[src/rtl/mem_pkg.sv]
// Shared constants and types for the memory BIST initiator and its pattern generator.
package mem_pkg;

    localparam int WIDTH      = 16;
    localparam int DEPTH      = 512;
    localparam int ADDR_WIDTH = $clog2(DEPTH);
    localparam int ERR_W      = 8;
    localparam int TIMEOUT    = 64;

    localparam logic [1:0] MODE_NOP  = 2'b00;
    localparam logic [1:0] MODE_WR   = 2'b01;
    localparam logic [1:0] MODE_RD   = 2'b10;
    localparam logic [1:0] MODE_WRRD = 2'b11;

    typedef enum logic [1:0] {
        ST_IDLE = 2'd0,
        ST_REQ  = 2'd1,
        ST_GAP  = 2'd2,
        ST_DONE = 2'd3
    } state_t;

    // Encoded so the pass value drives wr_rd directly.
    typedef enum logic {
        PASS_READ  = 1'b0,
        PASS_WRITE = 1'b1
    } pass_t;

endpackage

[src/rtl/mem_pattern_gen.sv]
// Combinational pattern source: wrapped address base+index and expected word seed+index.
module mem_pattern_gen
    import mem_pkg::*;
(
    input  logic [ADDR_WIDTH-1:0] base,
    input  logic [ADDR_WIDTH:0]   index,
    input  logic [WIDTH-1:0]      seed,
    output logic [ADDR_WIDTH-1:0] addr,
    output logic [WIDTH-1:0]      expected
);

    // DEPTH is a power of two, so dropping the carry is the modulo-DEPTH wrap.
    assign addr     = base + index[ADDR_WIDTH-1:0];
    assign expected = seed + {{(WIDTH-ADDR_WIDTH-1){1'b0}}, index};

endmodule

[src/rtl/mem_bist_initiator.sv]
// Memory BIST initiator: fill, read-verify or fill-then-verify a wrapped address range.
// Optional watchdog abort is enabled by defining MEM_BIST_TIMEOUT_EN (adds timeout_o).
module mem_bist_initiator
    import mem_pkg::*;
(
    input  logic                  clk_i,
    input  logic                  rst_i,
    input  logic                  start_i,
    input  logic [1:0]            mode_i,
    input  logic [ADDR_WIDTH-1:0] base_addr_i,
    input  logic [ADDR_WIDTH:0]   len_i,
    input  logic [WIDTH-1:0]      seed_i,
    output logic                  busy_o,
    output logic                  done_o,
    output logic [ERR_W-1:0]      err_cnt_o,
    output logic                  fail_o,
    output logic [ADDR_WIDTH-1:0] first_fail_addr_o,
    output logic [WIDTH-1:0]      first_fail_data_o,
    output logic                  valid_o,
    output logic                  wr_rd_o,
    output logic [ADDR_WIDTH-1:0] addr_o,
    output logic [WIDTH-1:0]      wdata_o,
`ifdef MEM_BIST_TIMEOUT_EN
    output logic                  timeout_o,
`endif
    input  logic                  ready_i,
    input  logic [WIDTH-1:0]      rdata_i
);

    // Handshake: valid_o rises in REQ and request fields stay frozen until ready_i=1 is
    // sampled; GAP then waits for ready_i=0 so a stale ready never completes a new request.

    state_t                state, state_next;
    pass_t                 pass;
    logic [1:0]            mode_q;
    logic [ADDR_WIDTH-1:0] base_q;
    logic [ADDR_WIDTH:0]   len_q;
    logic [WIDTH-1:0]      seed_q;
    logic [ADDR_WIDTH:0]   index;
    logic [ADDR_WIDTH:0]   idx_inc;
    logic [ERR_W-1:0]      err_cnt;
    logic                  fail;
    logic [ADDR_WIDTH-1:0] ff_addr;
    logic [WIDTH-1:0]      ff_data;
    logic [ADDR_WIDTH-1:0] gen_addr;
    logic [WIDTH-1:0]      expected;
    logic                  load, cmp_en, advance, restart, tmo_hit;

    mem_pattern_gen u_pattern_gen (
        .base     (base_q),
        .index    (index),
        .seed     (seed_q),
        .addr     (gen_addr),
        .expected (expected)
    );

    assign idx_inc = index + 1'b1;

`ifdef MEM_BIST_TIMEOUT_EN
    localparam int TMO_W = $clog2(TIMEOUT);
    logic [TMO_W-1:0] tmo_cnt;
    logic             timeout;
`endif

    always_ff @(posedge clk_i) begin
        if (rst_i) begin
            state <= ST_IDLE;
        end else begin
            state <= state_next;
        end
    end

    always_comb begin
        state_next = state;
        load       = 1'b0;
        cmp_en     = 1'b0;
        advance    = 1'b0;
        restart    = 1'b0;
        tmo_hit    = 1'b0;
        unique case (state)
            ST_IDLE: begin
                if (start_i) begin
                    load = 1'b1;
                    if (mode_i == MODE_NOP || len_i == '0) begin
                        state_next = ST_DONE;
                    end else begin
                        state_next = ST_REQ;
                    end
                end
            end
            ST_REQ: begin
                if (ready_i) begin
                    cmp_en     = (pass == PASS_READ);
                    state_next = ST_GAP;
                end
            end
            ST_GAP: begin
                if (!ready_i) begin
                    if (idx_inc < len_q) begin
                        advance    = 1'b1;
                        state_next = ST_REQ;
                    end else if (pass == PASS_WRITE && mode_q == MODE_WRRD) begin
                        restart    = 1'b1;
                        state_next = ST_REQ;
                    end else begin
                        state_next = ST_DONE;
                    end
                end
            end
            ST_DONE: begin
                state_next = ST_IDLE;
            end
            default: begin
                state_next = ST_IDLE;
            end
        endcase
`ifdef MEM_BIST_TIMEOUT_EN
        // Watchdog only fires while the FSM is stuck in one state.
        if ((state == ST_REQ || state == ST_GAP) && state_next == state &&
            tmo_cnt == TMO_W'(TIMEOUT - 1)) begin
            tmo_hit    = 1'b1;
            state_next = ST_DONE;
        end
`endif
    end

    always_ff @(posedge clk_i) begin
        if (rst_i) begin
            pass    <= PASS_READ;
            mode_q  <= MODE_NOP;
            base_q  <= '0;
            len_q   <= '0;
            seed_q  <= '0;
            index   <= '0;
            err_cnt <= '0;
            fail    <= 1'b0;
            ff_addr <= '0;
            ff_data <= '0;
        end else begin
            if (load) begin
                mode_q  <= mode_i;
                base_q  <= base_addr_i;
                len_q   <= len_i;
                seed_q  <= seed_i;
                index   <= '0;
                pass    <= (mode_i == MODE_RD) ? PASS_READ : PASS_WRITE;
                err_cnt <= '0;
                fail    <= 1'b0;
                ff_addr <= '0;
                ff_data <= '0;
            end
            if (advance) begin
                index <= idx_inc;
            end
            if (restart) begin
                index <= '0;
                pass  <= PASS_READ;
            end
            if (cmp_en && rdata_i != expected) begin
                if (err_cnt != '1) begin
                    err_cnt <= err_cnt + 1'b1;
                end
                if (!fail) begin
                    fail    <= 1'b1;
                    ff_addr <= gen_addr;
                    ff_data <= rdata_i;
                end
            end
            if (tmo_hit) begin
                fail <= 1'b1;
            end
        end
    end

`ifdef MEM_BIST_TIMEOUT_EN
    always_ff @(posedge clk_i) begin
        if (rst_i) begin
            tmo_cnt <= '0;
            timeout <= 1'b0;
        end else begin
            if (state_next != state || (state != ST_REQ && state != ST_GAP)) begin
                tmo_cnt <= '0;
            end else begin
                tmo_cnt <= tmo_cnt + 1'b1;
            end
            if (load) begin
                timeout <= 1'b0;
            end else if (tmo_hit) begin
                timeout <= 1'b1;
            end
        end
    end

    assign timeout_o = timeout;
`endif

    // Request fields are zeroed outside REQ so reset and idle present all-zero outputs.
    assign valid_o           = (state == ST_REQ);
    assign wr_rd_o           = valid_o && (pass == PASS_WRITE);
    assign addr_o            = valid_o ? gen_addr : '0;
    assign wdata_o           = valid_o ? expected : '0;
    assign busy_o            = (state == ST_REQ) || (state == ST_GAP);
    assign done_o            = (state == ST_DONE);
    assign err_cnt_o         = err_cnt;
    assign fail_o            = fail;
    assign first_fail_addr_o = ff_addr;
    assign first_fail_data_o = ff_data;

endmodule

[config.mk]
export PLATFORM = sky130hd
export DESIGN_NAME = mem_bist_initiator
export DESIGN_NICKNAME = d
export VERILOG_FILES = /design/src/rtl/mem_pkg.sv /design/src/rtl/mem_pattern_gen.sv /design/src/rtl/mem_bist_initiator.sv
export SDC_FILE = /design/constraint.sdc
export NUM_CORES = 1
export LEC_CHECK = 0
export ABC_AREA = 1
export CORE_MARGIN = 1.5
export CORE_UTILIZATION = 45
export DETAILED_ROUTE_END_ITERATION = 16
export PLACE_DENSITY_LB_ADDON = 0.25
export SLEW_MARGIN = 0
export SYNTH_ARGS = -nofsm -noshare
export SYNTH_HDL_FRONTEND = slang
export SYNTH_HIERARCHICAL = 1
export SYNTH_SLANG_ARGS = --single-unit
[constraint.sdc]
create_clock -name clk_i -period 3.4 [get_ports clk_i]
set_input_delay 0.51 -clock clk_i [delete_from_list [all_inputs] [get_ports clk_i]]
set_output_delay 0.51 -clock clk_i [all_outputs]
set_load 0.01 [all_outputs]
==> reports/metrics.yaml <==
logic_synthesis:
  synth.yosys.seq_area_share_pct: 27.9
  synth_ff_type: "dfxtp_1"
  syn-mean-instance-area_sq_um: 6.10
  yosysTopAreaCell: "dfxtp_1"
  syn_inst: 986
  mappedNetlistNets: 1079
  syn_area_sq_mm: 0.00602
  synth_edf_count: 0
  synth_warnings: 6
  yosys-top-cells-count: "nand2_1, inv_1, nor2_1"
  synth-async-reset-ratio_pct: 0
  netlist_top_cells_area: "dfxtp_1, nand2_1, inv_1"
  synthDominantCellAreaShare_pct: 27.9
  synthMostInstantiatedCell: "nand2_1"
  synth.distinct_cells: 34
  ys_ff_latch: 84
sta:
  relSlewSlack_pct: 49.6
  finalCritPeriodShare_pct: 92.8
  tns_ns: 0
  period_needed_ns: 3.16
  final_hold_viol_count: 0
  rsz0062_at_grt: "no"
  setup_violations: 0
  max_freq_mhz: 317
  final.setup_skew_ns: 0.00828
  worstMarginPinSlew_ns: 0.754
  drv_slew: 0
  hold_ws_ns: 0.458
critical_path:
  crit_fanout: 10
  cp_common_cell: "nand2_1"
  cp_num_buf_inv: 2
  cp-end-kind: "output port"
  startpoint_type: "flip-flop"
  crit_slowest_cell: "clkdlybuf4s50_1"
  crit_type: "flip-flop to output port"
  path_cells: "ha_1 -> fa_1 -> nand2_1 -> nand2_1 -> nand3b_1 -> nand2_1 -> nand2_1 -> nand3_1 -> nand2_1 -> nand2_1 -> inv_1 -> clkdlybuf4s50_1"
  required_ns: 2.89
  critPathMaxStageDelay_ns: 0.53
  crit_arrival_ns: 2.65
  cpLargestDelayFamily: "simple AND/OR/NAND/NOR gates"
die:
  rows: 42
  core_sq_mm: 0.0131
  dieArea_sq_mm: 0.0141
  chipHeight_um: 119
  die_w_um: 119
  start_util_pct: 45.8
  ioPinCount: 120
clocking:
  cts_tree: "done"
  clock_latency_ns: 0.34
  clk_pin_slew_ns: 0.06
  post_cts_buffers: 0
  clockBufferDepth: 2
  cts_max_level: 3
  cts_root_buffer: "clkbuf_16"
  clock-sinks: 84
  numCtsBuffers: 9
placed_design:
  numPortBuffers: 119
  globalplace.congestion: 0.904
  place_inst: 1251
  hpwl_um: 11100
cells_and_area:
  fin_util_pct: 57.9
  area_growth_pct: 26.4
  register_area_sq_mm: 0.00168
  final_layout_size_suffix_gt1_share_pct: 5.13
  fillCellCount: 1303
  fin_nets: 1179
  layout.cells.non_filler: 1267
  diodes: 0
  multiInputGateArea_sq_mm: 0.00350
drt:
  antenna_left: 0
  avgViaCountPerCell: 4.88
  drcViolationCount: 0
  vias: 6177
  routedWlPerCell_um: 11.9
  wl_um: 15100
  drtIter0Drc: 525
  drt_pass1_iterations: 5
global_route:
  grt_first_pass_wirelength_um: 25200
  grt-ovfl-total: 0
  antenna_found_initial: 0
  grt_pass1_vias: 5381
  track_usage_pct: 21.9
  grt_max_degree: 63
pwr:
  p_total_mw: 3.89
  cellPowerDensity_mw_per_mm2: 511
  max-vdd-ir-drop_mv: 0.670
  leakagePower_nw: 3.59
outcome:
  status: "finished, final reports clean"
hold_path:
  holdCritPathClass: "flip-flop to flip-flop"
run:
  maxCapViolations: 0
## registers in the layout, indices dropped and copies added (netlist names)
register / cells
mode_q: 2
index: 10
seed_q: 16
first_fail_addr_o: 9
fail_o: 1
first_fail_data_o: 16
base_q: 9
pass: 1
err_cnt_o: 8
state: 2
len_q: 10
## layer usage
layer	vias up	routed length [um]	GRT usage (%)
li1	3262	-	-
met1	2734	7040	28.6
met2	157	7070	36.2
met3	24	652	3.52
met4	0	355	8.66
met5	-	0	0
## cells in the final DEF (no fill, tap or decap), types with 10 or more instances in the layout
cell type        count
ha_1                34
nand3_1             84
buf_4               10
xor2_1              16
a21oi_1             69
inv_1              156
clkdlybuf4s50_1    119
nand2_1            263
nor2_1             123
o21ai_0             58
dfxtp_1             83
## logic make-up (layout without fill, tap and decap cells)
logic type,after synthesis,after routing,synth area share (%)
compound gates,139,139,11.9
buf+inv,205,310,13.9
simple gates,492,492,33.8
flops,84,84,27.9
xor+xnor,21,21,3.06
fa+ha+maj,36,36,7.73
mux,9,9,1.68
## path summary, 6_finish.rpt
path              slack (ns)     start  cells past startpoint                   end
setup / recovery        0.24  index[0]                     12           wdata_o[10]
hold / removal          0.46  len_q[4]                      2              len_q[4]
setup reg to reg        0.60  index[0]                     19  first_fail_addr_o[3]
hold reg to reg         0.46  len_q[4]                      2              len_q[4]
## timing repair
item | CTS | global route
setup endpoints to repair | 0 | 4
resized for setup | 0 | 1
hold buffers | 0 | 0
## worst min-delay path: cells and delay by family (launching register included)
family	cells	cell delay [ns]
AOI/OAI and AO/OA	1	0.06
DFF	1	0.30
buffers and inverters	1	0.06
## power by group
| part | internal (mW) | switching (mW) | leakage (nW) |
|---|---|---|---|
| clock network | 0.647 | 0.416 | 0.146 |
| registers | 1.15 | 0.120 | 0.687 |
| logic | 0.620 | 0.932 | 2.76 |
## final cells by class
class                   count  area share [%]
flip-flops and latches     84            22.1
repair buffers            129            16.6
well taps                 176            2.89
clock buffers              11            3.06
inverters                 165            8.14
clock inverters             5            1.10
multi-input cells         697            46.0
## through the flow
stage                     worst slack (ns)  instance area, sq um
final                                0.243                  7610
after detailed placement             0.533                  7290
after CTS                            0.161                  7610
after global placement               0.568                  7290
after floorplan                      0.914                  6020
after global routing                0.0266                  7610
No activity file was read; power rests on OpenSTA's default activity.
